<file path="config.mk">
export PLATFORM = sky130hd
export DESIGN_NAME = fabric_boot_sequencer
export DESIGN_NICKNAME = d
export VERILOG_FILES = /design/src/rtl/fabric_boot_sequencer.sv
export SDC_FILE = /design/constraint.sdc
export NUM_CORES = 1
export LEC_CHECK = 0
export BUFFER_PORTS_ARGS = -buffer_cell sky130_fd_sc_hd__buf_2
export CAP_MARGIN = 20
export CORE_ASPECT_RATIO = 1.1
export CORE_MARGIN = 2
export CORE_UTILIZATION = 46
export DETAILED_ROUTE_END_ITERATION = 8
export PLACE_DENSITY = 0.76
export SETUP_SLACK_MARGIN = 0.15
export SLEW_MARGIN = 40
export SYNTH_ARGS = -nofsm -noshare
export SYNTH_HDL_FRONTEND = slang
export SYNTH_SLANG_ARGS = --single-unit
</file>
<file path="constraint.sdc">
create_clock -name clk_i -period 2.9 [get_ports clk_i]
set_clock_uncertainty 0.2 [all_clocks]
set_input_delay 0.58 -clock clk_i [delete_from_list [all_inputs] [get_ports clk_i]]
set_output_delay 0.58 -clock clk_i [all_outputs]
set_load 0.02 [all_outputs]
</file>
<file path="src/rtl/fabric_boot_sequencer.sv">
// Boot sequencer between the SPI front-ends and fabric_config: startup/warmboot loads,
// bitstream word gating, per-word watchdog, retries and fallback to slot 0.
module fabric_boot_sequencer #(
  parameter int SLOT_WIDTH     = 4,
  parameter int TIMEOUT_CYCLES = 65536,
  parameter int MAX_RETRIES    = 2,
  parameter int HOLDOFF_CYCLES = 16
) (
  input  logic                  clk_i,
  input  logic                  rst_ni,
  input  logic                  mode_i,
  input  logic                  warmboot_boot_i,
  input  logic [SLOT_WIDTH-1:0] warmboot_slot_i,
  output logic                  ctrl_start_o,
  output logic [SLOT_WIDTH-1:0] ctrl_slot_o,
  input  logic                  ctrl_busy_i,
  input  logic [31:0]           ctrl_data_i,
  input  logic                  ctrl_valid_i,
  input  logic [31:0]           rcv_data_i,
  input  logic                  rcv_valid_i,
  output logic [31:0]           cfg_data_o,
  output logic                  cfg_valid_o,
  input  logic                  cfg_busy_i,
  input  logic                  cfg_configured_i,
  output logic                  warmboot_reset_o,
  output logic                  busy_o,
  output logic                  error_o,
  output logic [SLOT_WIDTH-1:0] active_slot_o
);

  localparam int WD_W = $clog2(TIMEOUT_CYCLES + 1);
  localparam int HO_W = $clog2(HOLDOFF_CYCLES + 1);
  localparam int RT_W = $clog2(MAX_RETRIES + 2);

  typedef enum logic [2:0] {
    ST_RESET   = 3'd0,
    ST_START   = 3'd1,
    ST_LOAD    = 3'd2,
    ST_CHECK   = 3'd3,
    ST_DONE    = 3'd4,
    ST_HOLDOFF = 3'd5,
    ST_RCV     = 3'd6,
    ST_ERROR   = 3'd7
  } state_e;

  state_e                state_q, state_d;
  logic [SLOT_WIDTH-1:0] slot_q, slot_d;
  logic [RT_W-1:0]       retries_q, retries_d;
  logic [WD_W-1:0]       wdog_q, wdog_d;
  logic [HO_W-1:0]       holdoff_q, holdoff_d;
  logic                  seen_q, seen_d;
  logic                  timeout_q, timeout_d;
  logic                  wb_prev_q, wb_prev_d;
  logic [31:0]           cfg_data_q, cfg_data_d;
  logic                  cfg_valid_q, cfg_valid_d;
  logic                  ctrl_start_q, ctrl_start_d;
  logic                  warmboot_reset_q, warmboot_reset_d;
  logic                  busy_q, busy_d;
  logic                  error_q, error_d;
  logic [SLOT_WIDTH-1:0] active_slot_q, active_slot_d;
  logic                  wb_rise_s;

  assign wb_rise_s = warmboot_boot_i & ~wb_prev_q;

  // Next-state and registered-output computation
  always_comb begin
    state_d   = state_q;
    slot_d    = slot_q;
    retries_d = retries_q;
    wdog_d    = wdog_q;
    holdoff_d = holdoff_q;
    seen_d    = seen_q;
    timeout_d = timeout_q;
    wb_prev_d = warmboot_boot_i;

    case (state_q)
      ST_RESET: begin
        if (mode_i) begin
          state_d = ST_RCV;
        end else begin
          state_d   = ST_START;
          slot_d    = '0;
          retries_d = '0;
        end
      end
      ST_START: begin
        wdog_d    = '0;
        seen_d    = 1'b0;
        timeout_d = 1'b0;
        state_d   = ST_LOAD;
      end
      ST_LOAD: begin
        // seen_q guarantees the done condition is only honoured 2+ cycles after START
        seen_d = 1'b1;
        if (ctrl_valid_i) begin
          wdog_d = '0;
        end else begin
          wdog_d = wdog_q + WD_W'(1);
        end
        if (!ctrl_valid_i && (wdog_q == WD_W'(TIMEOUT_CYCLES - 1))) begin
          timeout_d = 1'b1;
          state_d   = ST_CHECK;
        end else if (seen_q && !ctrl_busy_i && !cfg_busy_i) begin
          state_d = ST_CHECK;
        end else begin
          state_d = ST_LOAD;
        end
      end
      ST_CHECK: begin
        if (cfg_configured_i && !timeout_q) begin
          retries_d = '0;
          state_d   = ST_DONE;
        end else if (retries_q < RT_W'(MAX_RETRIES)) begin
          retries_d = retries_q + RT_W'(1);
          state_d   = ST_START;
        end else if (slot_q != '0) begin
          slot_d    = '0;
          retries_d = '0;
          state_d   = ST_START;
        end else begin
          state_d = ST_ERROR;
        end
      end
      ST_DONE, ST_ERROR: begin
        if (mode_i) begin
          state_d = ST_RCV;
        end else if (wb_rise_s) begin
          slot_d    = warmboot_slot_i;
          retries_d = '0;
          holdoff_d = '0;
          state_d   = ST_HOLDOFF;
        end else begin
          state_d = state_q;
        end
      end
      ST_HOLDOFF: begin
        if (holdoff_q == HO_W'(HOLDOFF_CYCLES - 1)) begin
          state_d = ST_START;
        end else begin
          holdoff_d = holdoff_q + HO_W'(1);
        end
      end
      ST_RCV: begin
        if (!mode_i && !cfg_busy_i) begin
          slot_d    = '0;
          retries_d = '0;
          state_d   = ST_START;
        end else begin
          state_d = ST_RCV;
        end
      end
      default: begin
        state_d = ST_RESET;
      end
    endcase

    // Only the source owning the current state reaches fabric_config; the other is dropped
    cfg_valid_d = 1'b0;
    cfg_data_d  = cfg_data_q;
    if ((state_q == ST_LOAD) && ctrl_valid_i) begin
      cfg_valid_d = 1'b1;
      cfg_data_d  = ctrl_data_i;
    end else if ((state_q == ST_RCV) && rcv_valid_i) begin
      cfg_valid_d = 1'b1;
      cfg_data_d  = rcv_data_i;
    end else begin
      cfg_valid_d = 1'b0;
    end

    ctrl_start_d     = (state_d == ST_START);
    active_slot_d    = (state_d == ST_START) ? slot_d : active_slot_q;
    busy_d           = (state_d == ST_START) || (state_d == ST_LOAD) ||
                       (state_d == ST_CHECK) || (state_d == ST_HOLDOFF);
    warmboot_reset_d = (state_d == ST_HOLDOFF) || cfg_busy_i;
    error_d          = error_q || (state_d == ST_ERROR);
  end

  // State and output registers
  always_ff @(posedge clk_i or negedge rst_ni) begin
    if (!rst_ni) begin
      state_q          <= ST_RESET;
      slot_q           <= '0;
      retries_q        <= '0;
      wdog_q           <= '0;
      holdoff_q        <= '0;
      seen_q           <= 1'b0;
      timeout_q        <= 1'b0;
      wb_prev_q        <= 1'b0;
      cfg_data_q       <= '0;
      cfg_valid_q      <= 1'b0;
      ctrl_start_q     <= 1'b0;
      warmboot_reset_q <= 1'b0;
      busy_q           <= 1'b0;
      error_q          <= 1'b0;
      active_slot_q    <= '0;
    end else begin
      state_q          <= state_d;
      slot_q           <= slot_d;
      retries_q        <= retries_d;
      wdog_q           <= wdog_d;
      holdoff_q        <= holdoff_d;
      seen_q           <= seen_d;
      timeout_q        <= timeout_d;
      wb_prev_q        <= wb_prev_d;
      cfg_data_q       <= cfg_data_d;
      cfg_valid_q      <= cfg_valid_d;
      ctrl_start_q     <= ctrl_start_d;
      warmboot_reset_q <= warmboot_reset_d;
      busy_q           <= busy_d;
      error_q          <= error_d;
      active_slot_q    <= active_slot_d;
    end
  end

  assign ctrl_start_o     = ctrl_start_q;
  assign ctrl_slot_o      = active_slot_q;
  assign active_slot_o    = active_slot_q;
  assign cfg_data_o       = cfg_data_q;
  assign cfg_valid_o      = cfg_valid_q;
  assign warmboot_reset_o = warmboot_reset_q;
  assign busy_o           = busy_q;
  assign error_o          = error_q;

endmodule

</file>
# Yosys cells after proc, flatten, opt, wreduce, memory -nomap -nowiden
# Cells that the tools add are included.
# totals
reg_bits	75
output_inout_bits	45
elab_cells	109
# classes
addsub	3
n_lt_le_gt_ge	1
eq_ne	21
n_mux	40
n_bitwise	2
n_reduce_logical	27
# ops
cell	n
$mux W32	2
$pmux W17 S2	1
$mux W4	7
$mux W3	8
$pmux W3 S7	1
$eq A3 B3 Y1 const B	6
$add A17 B1 Y17 const B	1
$eq A17 B16 Y1 const B	1
$mux W17	1
$pmux W4 S4	1
$mux W5	3
$mux W2	7
$eq A3 B2 Y1 const B	4
$ne A2 B2 Y1 const B	6
$pmux W5 S2	1
$pmux W2 S4	1
$reduce_bool A4 Y1	2
$logic_and A1 B1 Y1	7
$eq A3 B1 Y1 const B	2
$reduce_and A6 Y1	1
$reduce_bool A2 Y1	3
$add A5 B1 Y5 const B	1
$eq A5 B4 Y1 const B	1
$logic_not A1 Y1	5
12 further kinds	21

# Depth between registers and ports, before layout
# depth
depth_word	10
depth_mapped	13

# Least setup slack after synthesis
# Ideal clock, no wire load.
# synth_path
path_kind	reg2reg
from	reg wdog_q[0]
to	reg active_slot_q[0], in the netlist active_slot_o[0]
setup_ps	125
arrival_time_ps	2738
required_time_ps	2575
slack_ps	-163
stages_incl_launch_ff	13
path_buffers	1
path_cell_list	dfrtp_1 -> ha_1 -> and3_1 -> and3_1 -> clkbuf_1 -> and3_1 -> and4_1 -> ha_1 -> nor2b_1 -> o31ai_1 -> o31ai_4 -> o211ai_2 -> mux2_2
# synth_via
elab_chain_len	5
# synth_rtl
element	line	rtl
start: declaration	49	logic [WD_W-1:0] wdog_q, wdog_d;
start signal: assignment	200	wdog_q <= wdog_d;
$eq A17 B16 Y1	100	if (!ctrl_valid_i && (wdog_q == WD_W'(TIMEOUT_CYCLES - 1))) begin
$logic_and A1 B1 Y1	100	
$mux W1	100	
$pmux W3 S7	76	case (state_q)
net state_d[0]	46	state_e state_q, state_d;
$eq A3 B1 Y1	171	active_slot_d = (state_d == ST_START) ? slot_d : active_slot_q;
end signal: assignment	211	active_slot_q <= active_slot_d;
end: declaration	60	logic [SLOT_WIDTH-1:0] active_slot_q, active_slot_d;
# The timed path passes the listed nets, and every way through them passes these cells.
# A chain may end at the register's enable or synchronous reset.

==> reports/metrics.yaml <==
power:
  p_leak_nw: 2.31
  total_power_mw: 4.69
  power_frac_comb_pct: 47.9
  power_frac_seq_pct: 35.9
  pwr-share-clk_pct: 16.1
  internal_power_mw: 2.70
  swShare_pct: 42.4
  peakVddDrop_v: 0.000533
  power_density_mw_per_mm2: 987
  p_sw_mw: 1.99
cts:
  clockRootBuffer: "clkbuf_8"
  tritoncts: "done"
  numCtsBuffers: 9
  clockBufferDepth: 2
  clk_latency_ns: 0.34
  holdBufCountCts: 0
  cts_max_level: 3
  path_clk_slew_ns: 0.08
  cts.sink_count: 75
placed_design:
  dpl_cell_area_mm2: 0.00448
  gp_congestion: 0.813
  placed_cells: 619
  dp_hpwl_um: 6530
  io_buffers: 121
floorplanning:
  core.rowCount: 34
  die_w_um: 90.2
  start_util_pct: 47.5
  ios: 122
  core_mm2: 0.00791
  die-area_mm2: 0.00891
  die_y_um: 98.8
flow_run:
  drv_cap: 0
status:
  outcome: "completed"
synthesis:
  yosys.area.top_type_share_pct: 49.9
  avgSynthCellArea_um2: 9.24
  netlist_area_mm2: 0.00376
  synthCells: 407
  synth_top_area_cell: "dfrtp_1"
  ys_types: 52
  ys_seq_area_share_pct: 49.9
  yosys-top-cells-area: "dfrtp_1 50%, nand2_1 8.9%, a31oi_1 5.7%"
  ys_ff_latch: 75
  synth_edf_count: 0
  async_flop_share_pct: 100
  yosysWarnings: 0
  ys.flop_type: "dfrtp_1"
  syn-num-nets: 488
sta:
  tns_ns: 0
  holdWs_ns: 0.0413
  fmax_mhz: 348
  rsz0062_at_grt: "yes"
  finalSetupViolCount: 0
  worst_pin_slew_ns: 0.621
  period_share_pct: 99.2
  slew_headroom_pct: 58.6
  timing.final.hold_violations: 0
  final_max_slew_viol_count: 0
  fin_crit_ns: 2.88
global_routing:
  grt_max_degree: 51
  grt_overflow: 0
  grt_antenna_before_repair: 0
  grt_pass1_vias: 3252
  grt_usage_pct: 20.4
  grt_pass1_wl_um: 14800
drt:
  via_per_inst: 5.25
  routed_wl_um: 8970
  drc: 0
  ant_nets: 0
  firstDrtPassIters: 4
  drt_iter0_drc: 133
  wl_per_cell_um: 14.1
  num_vias: 3351
critical_path:
  cp_max_fo: 5
  start_kind: "register"
  crit_arrival_ns: 2.95
  critical_path_class: "reg -> reg"
  cp.required_ns: 2.97
  critPathCaptureType: "register"
layout:
  stdcell_count: 638
  area_growth_syn_to_layout_pct: 26.3
  final_area_mm2: 0.00475
  n_antenna_cell: 0
  nets: 607
  drive_above_1_share_pct: 33.8
min_path:
  hold_path.class: "in -> async"
## final cells by class
| class | instances | area [µm²] |
|---|---|---|
| clock buffers | 9 | 124 |
| clock inverters | 6 | 57.6 |
| fillers | 721 | 3170 |
| inverters | 6 | 22.5 |
| multi-input cells | 297 | 1790 |
| flip-flops and latches | 75 | 1880 |
| well taps | 108 | 135 |
| repair buffers | 137 | 746 |
## power by group through the flow
stage	sequential, mW	clock [mW]	combinational (mW)
after floorplan	1.96	0	1.24
after global placement	1.69	0	2.09
after detailed placement	1.69	0	2.17
after CTS	1.68	0.769	2.26
after global routing	1.73	0.821	2.47
final	1.68	0.756	2.25
## cells in the final DEF (no fill, tap or decap), types with 4 or more instances in the layout
| cell | instances |
|---|---|
| a21oi_1 | 6 |
| a22o_1 | 7 |
| a31oi_1 | 34 |
| and3_1 | 7 |
| buf_2 | 121 |
| buf_4 | 13 |
| clkbuf_8 | 9 |
| clkinv_2 | 4 |
| dfrtp_1 | 75 |
| inv_1 | 6 |
| mux2_4 | 4 |
| nand2_1 | 88 |
| nand2b_1 | 6 |
| nand3_1 | 8 |
| nor2_1 | 38 |
| nor2b_1 | 4 |
| o21ai_0 | 25 |
| o21ai_1 | 12 |
## synth_stat cells (3+ instances only)
cell type / instances
nor2_1: 38
a22oi_1: 3
a22o_1: 7
a31oi_1: 34
and3_1: 10
nor3b_1: 3
mux2_2: 5
buf_2: 5
nor2b_1: 5
or3_1: 3
nand2b_1: 6
o21ai_0: 26
inv_1: 6
a21oi_1: 7
nand2_1: 89
buf_4: 5
nand3_1: 8
o31ai_1: 4
o21ai_1: 11
ha_1: 4
dfrtp_1: 75
clkbuf_1: 17
## layer usage
metal  track usage, %  part of all wire (%)  up-vias
met3             3.90                   3.7       17
li1                 -                     -     1663
met4             7.81                   1.7        0
met1             24.7                    43     1589
met2             36.1                    51       82
met5                0                     0        -
## per-stage QoR
stage          setup WS, ns  utilization (%)
2_1_floorplan       -0.0349                -
3_5_place_dp        -0.0737             56.6
6_report             0.0224             60.0
4_1_cts              0.0287             59.7
3_3_place_gp         0.0607             56.6
5_1_grt              -0.116             60.0
## final timing paths
| kind | from | to | depth (start not counted) | slack (ns) |
|---|---|---|---|---|
| min in group clk_i | warmboot_boot_i | wb_prev_q$_DFF_PN0_ | 1 | 0.18 |
| max in group asynchronous | rst_ni | cfg_data_o[5]$_DFFE_PN0P_ | 2 | 1.78 |
| max | wdog_q[1]$_DFFE_PN0P_ | holdoff_q[2]$_DFFE_PN0P_ | 13 | 0.02 |
| max reg2reg | wdog_q[1]$_DFFE_PN0P_ | holdoff_q[2]$_DFFE_PN0P_ | 13 | 0.02 |
| min reg2reg | wdog_q[9]$_DFFE_PN0P_ | wdog_q[9]$_DFFE_PN0P_ | 1 | 0.29 |
| min | rst_ni | holdoff_q[0]$_DFFE_PN0P_ | 1 | 0.04 |
## kinds of logic after synthesis
family	count (synthesis)	share of synthesized area (%)
muxes	5	1.50
AOI/OAI and AO/OA	107	19.5
and+or+nand+nor	180	23.0
xor gates and xnor gates	1	0.233
buffers and inverters	35	4.56
DFF	75	49.9
adders and majority gates	4	1.33
## state kept, by name, summed over array words and instances, names as in the netlist
name,count
cfg_valid_o,1
timeout_q,1
state_q,3
cfg_data_o,32
retries_q,2
warmboot_reset_o,1
ctrl_start_o,1
seen_q,1
wb_prev_q,1
wdog_q,17
busy_o,1
holdoff_q,5
active_slot_o,4
slot_q,4
error_o,1
## critical path, cell delays in order, from the launching register on
cell and delay, ns:
dfrtp_1 0.39, ha_2 0.20, and3_4 0.18, and3_4 0.18
and3_4 0.17, and4_1 0.19, ha_1 0.15, nor2b_4 0.17
o31ai_4 0.08, o31ai_4 0.19, buf_6 0.16, o211ai_4 0.09
or3_4 0.35, a21oi_2 0.12
## timing repair
item / 4_1_cts / 5_1_grt
endpoints found under the setup margin: 9 / 11
resized for setup: 8 / 4
setup buffers: 3 / 1
pin swaps: 4 / 0
Power figures use the tool's default switching activity.
